$ cat config.mk
export PLATFORM = sky130hd
export DESIGN_NAME = otter_fetch_unit
export DESIGN_NICKNAME = d
export VERILOG_FILES = /design/src/rtl/otter_fetch_unit.sv
export SDC_FILE = /design/constraint.sdc
export NUM_CORES = 1
export LEC_CHECK = 0
export BUFFER_PORTS_ARGS = -buffer_cell sky130_fd_sc_hd__buf_2
export CAP_MARGIN = 25
export CORE_ASPECT_RATIO = 1.25
export CORE_MARGIN = 8
export CORE_UTILIZATION = 33
export CTS_BUF_LIST = sky130_fd_sc_hd__clkbuf_4
export DETAILED_ROUTE_END_ITERATION = 7
export SETUP_SLACK_MARGIN = 0.02
export SLEW_MARGIN = 20
export SYNTH_ARGS = -nofsm -noshare
export SYNTH_HDL_FRONTEND = slang
export SYNTH_SLANG_ARGS = --single-unit
$ cat constraint.sdc
create_clock -name clk -period 3.8 [get_ports clk]
set_input_delay 0.38 -clock clk [delete_from_list [all_inputs] [get_ports clk]]
set_output_delay 0.38 -clock clk [all_outputs]
set_load 0.02 [all_outputs]
$ cat src/rtl/otter_fetch_unit.sv
// Instruction fetch stage: owns the fetch PC, drives the 1-cycle synchronous instruction port and
// buffers returned words in a prefetch FIFO presented to decode through a valid/ready handshake.
module otter_fetch_unit #(
  parameter logic [31:0] RESET_VEC  = 32'h0000_0000,
  parameter int unsigned FIFO_DEPTH = 4
) (
  input  logic        clk,
  input  logic        rst,
  input  logic        redirect,
  input  logic [31:0] redirect_pc,
  output logic        imem_rd,
  output logic [31:0] imem_addr,
  input  logic [31:0] imem_dout,
  input  logic        imem_err,
  output logic        de_valid,
  input  logic        de_ready,
  output logic [31:0] de_ir,
  output logic [31:0] de_pc,
  output logic [31:0] de_next_pc,
  output logic        de_err
);

  localparam int unsigned PtrW = $clog2(FIFO_DEPTH);
  localparam int unsigned CntW = PtrW + 1;
  localparam logic [CntW:0] DepthCnt = (CntW + 1)'(FIFO_DEPTH);

  logic [31:0]     fpc_q, fpc_d;
  logic [CntW-1:0] count_q, count_d;
  logic [PtrW-1:0] wptr_q, wptr_d;
  logic [PtrW-1:0] rptr_q, rptr_d;
  logic            inflight_q, inflight_d;
  logic [31:0]     inflight_pc_q, inflight_pc_d;

  logic [31:0] ir_mem  [FIFO_DEPTH];
  logic [31:0] pc_mem  [FIFO_DEPTH];
  logic        err_mem [FIFO_DEPTH];

  logic [CntW:0] occupancy;
  logic          issue;
  logic          push;
  logic          pop;

  // Credit check counts the in-flight word so a response never lands in a full FIFO.
  assign occupancy = {1'b0, count_q} + {{CntW{1'b0}}, inflight_q};
  assign issue     = !rst && !redirect && (occupancy < DepthCnt);
  assign push      = inflight_q && !redirect && !rst;
  assign pop       = de_valid && de_ready && !redirect && !rst;

  always_comb begin
    fpc_d         = fpc_q;
    count_d       = count_q;
    wptr_d        = wptr_q;
    rptr_d        = rptr_q;
    inflight_d    = 1'b0;
    inflight_pc_d = inflight_pc_q;
    if (redirect) begin
      fpc_d   = redirect_pc;
      count_d = '0;
      wptr_d  = '0;
      rptr_d  = '0;
    end else begin
      if (issue) begin
        fpc_d         = fpc_q + 32'd4;
        inflight_d    = 1'b1;
        inflight_pc_d = fpc_q;
      end
      if (push) wptr_d = wptr_q + PtrW'(1);
      if (pop)  rptr_d = rptr_q + PtrW'(1);
      case ({push, pop})
        2'b10:   count_d = count_q + CntW'(1);
        2'b01:   count_d = count_q - CntW'(1);
        default: count_d = count_q;
      endcase
    end
  end

  always_ff @(posedge clk) begin
    if (rst) begin
      fpc_q         <= RESET_VEC;
      count_q       <= '0;
      wptr_q        <= '0;
      rptr_q        <= '0;
      inflight_q    <= 1'b0;
      inflight_pc_q <= '0;
    end else begin
      fpc_q         <= fpc_d;
      count_q       <= count_d;
      wptr_q        <= wptr_d;
      rptr_q        <= rptr_d;
      inflight_q    <= inflight_d;
      inflight_pc_q <= inflight_pc_d;
    end
  end

  always_ff @(posedge clk) begin
    if (push) begin
      ir_mem[wptr_q]  <= imem_dout;
      pc_mem[wptr_q]  <= inflight_pc_q;
      err_mem[wptr_q] <= imem_err || (inflight_pc_q[1:0] != 2'b00);
    end
  end

  always_comb begin
    imem_rd    = issue;
    imem_addr  = fpc_q;
    de_valid   = (count_q != '0);
    de_ir      = '0;
    de_pc      = '0;
    de_next_pc = '0;
    de_err     = 1'b0;
    if (de_valid) begin
      de_ir      = ir_mem[rptr_q];
      de_pc      = pc_mem[rptr_q];
      de_next_pc = pc_mem[rptr_q] + 32'd4;
      de_err     = err_mem[rptr_q];
    end
  end

endmodule
==> impl_metrics.toml <==
[synth]
yosys_warnings = 0
synthesis.area_mm2 = 0.0141
ys_ff_latch = 334
synth_edf_count = 260
synth_top_area_frac = 0.553
synth_commonest_cells = "edfxtp_1 (260), nand2_1 (110), dfxtp_1 (74), and2_1 (69), a21oi_1 (62)"
synth.distinct_cells = 59
synthCells = 982
yosys-top-cells-area = "edfxtp_1 (55%), dfxtp_1 (10%), mux4_2 (7.8%), and2_1 (3.1%), mux4_1 (3.0%)"
synthFlopType = "edfxtp_1"
ys_seq_area_frac = 0.658
synth_largest_area_cell = "edfxtp_1"
yosysMostFrequentCell = "edfxtp_1"
ys_async_sr_fraction = 0
syn_nets = 1059
synth.avg_cell_area_um2 = 14.4

[clock_tree]
cts.sinks = 334
numCtsBuffers = 87
path_clk_slew_ns = 0.06
cts_buffer_depth = 3
worstSkewPairLatency_ns = 0.71
cts_tree = "done"
htreeDepth = 3
root_buffer = "clkbuf_4"

[drt]
drt_wl_total_um = 36300
drc = 0
drt_first_pass_iters = 4
drtIter0Drc = 497
vias = 9440
ant_nets = 0
viasPerCell = 4.88
wl_per_cell_um = 18.8

[timing]
grt_setup_unrepaired = "true"
max_freq_mhz = 276
finalSetupViolCount = 0
fin_setup_tns_ns = 0
fin_skew_ns = 0.0424
finalCriticalPeriod_ns = 3.63
slew_headroom = 0.444
tightest_slew_ns = 0.827
finalMaxSlewViolations = 0
hold_violations = 0
fin_crit_sh = 0.955

[floorplan]
initial_core_util = 0.335
die_x_um = 201
die_y_um = 247
rows = 84
num_io_pins = 200
die_area_mm2 = 0.0497
core_area_mm2 = 0.0421

[flow_run]
drv_cap = 0

[min_path]
min_from = "redirect_pc[31]"
hp-class = "input port to flip-flop"
holdPathStages = 4
hold_end = "imem_addr[31]$_SDFFE_PP0P_"

[final_layout]
layout-drive-gt1-share = 0.326
synthToLayoutAreaGrowth_pct = 24.9
nNetsFinal = 1381
fillers = 3906

[global_route]
grt.busiest_layer = "met2"
grt.met3_usage = 0.0365
grt_use_total = 0.143
overflow = 0
globalRouteMet2Util = 0.232
grt_pass1_vias = 9757
grt_antenna_before_repair = 1
gr-usage-met1 = 0.179
grt_pass1_wl_um = 55800
grt_max_degree = 65

[outcome]
status = "finished clean"

[setup_path]
crit_type = "flip-flop to output pin"
startpoint_type = "flip-flop"
r2r_start = "count_q[0]$_SDFFE_PP0P_"
regToRegSetupSlack_ns = 1.19
reg2regPathDepth = 9
rr_endpoint = "count_q[2]$_SDFFE_PP0P_"
required_ns = 3.42
crit_fanout = 10
arrival_ns = 3.25
end_kind = "output pin"

[placement]
gp_congestion = 0.793
portBuffers = 199
dp_hpwl_um = 24400

[pwr]
cellLeakagePower_nw = 6.60
p_total_w = 0.00734
p_per_area_mw_per_mm2 = 416
peakVddDrop_v = 0.000146
-- registers in the layout, summed over array words and instances (netlist names), named ones only --
| name | flops |
|---|---|
| imem_addr | 32 |
| err_mem | 4 |
| inflight_pc_q | 32 |
| wptr_q | 2 |
| pc_mem | 128 |
| count_q | 3 |
| inflight_q | 1 |
| rptr_q | 2 |
| ir_mem | 128 |
-- repair_timing --
action | 4_1_cts | 5_1_grt
endpoints found under the hold margin | 160 | 0
pin swaps | 1 | 0
hold buffers | 64 | 0
gates resized for setup | 2 | 6
gates cloned | 0 | 1
setup buffers | 6 | 5
endpoints found under the setup margin | 9 | 8
-- cell type report --
class	count	area (um2)	area share
Clock inverter	34	173	0.00979
Tap cell	559	699	0.0397
Sequential cell	334	9300	0.527
Clock buffer	125	938	0.0532
Antenna cell	2	5.00	0.000284
Inverter	15	56.3	0.00319
Timing Repair Buffer	293	1970	0.112
Multi-Input combinational cell	573	4490	0.255
-- kinds of logic after synthesis --
group	Yosys count	share of synthesized area
adder cells (fa/ha/maj)	8	0.00762
buffers and inverters	75	0.0264
AND/OR/NAND/NOR	340	0.127
flip-flops	334	0.658
XOR/XNOR	14	0.00869
AO/OA/AOI/OAI	131	0.0525
multiplexers	80	0.120
-- where the power goes --
part           switching, W  internal, W  total (W)
clock network       0.00142      0.00159    0.00301
registers         0.0000530      0.00396    0.00401
logic              0.000175     0.000137   0.000311
total               0.00165      0.00569    0.00734
-- through the flow --
step | instances | setup slack, ns | util | hold WS, ns | cell area, um2
floorplan | 982 | 1.04 | - | 0.460 | 14100
global placement | 1698 | 0.716 | 0.373 | 0.479 | 15700
detailed placement | 1698 | 0.627 | 0.373 | 0.489 | 15700
CTS | 1927 | 0.0316 | 0.416 | 0.0296 | 17500
global route | 1934 | 0.0160 | 0.418 | 0.0515 | 17600
finish | 1935 | 0.171 | 0.418 | 0.115 | 17600
-- cells in the final DEF, fill, tap and decap left out, types with 22 or more instances in the layout --
cell,netlist,final
clkbuf_4,0,125
a21oi_1,62,62
o21ai_0,30,30
and2_1,69,69
buf_4,4,22
mux4_2,49,50
nand2_1,110,110
nor2_1,51,51
buf_2,11,199
dfxtp_1,74,72
dlygate4sd3_1,0,64
edfxtp_1,260,260
a31oi_1,23,23
-- critical path: stages (launching register included) --
cell and delay, ns:
dfxtp_4 0.40, buf_4 0.15, mux4_1 0.50, and4_2 0.32, nand4_2 0.27, or3_1 0.39, a21oi_1 0.28, buf_2 0.23
-- routing by layer --
metal  part of all wire  routed length (um)
met1               0.43               15800
met2               0.47               17200
met3              0.061                2210
met4              0.031                1140
met5                  0                   0
-- how the worst max path moves through the flow --
stage	end	slack [ns]
6_report	de_next_pc[29]	0.17
4_1_cts	de_next_pc[29]	0.03
5_1_grt	de_next_pc[30]	0.02
3_5_place_dp	de_next_pc[28]	0.63
2_1_floorplan	err_mem[0]$_DFFE_PP_	1.04
3_3_place_gp	de_next_pc[28]	0.72
Note: power is estimated with default switching activity, not from simulation.
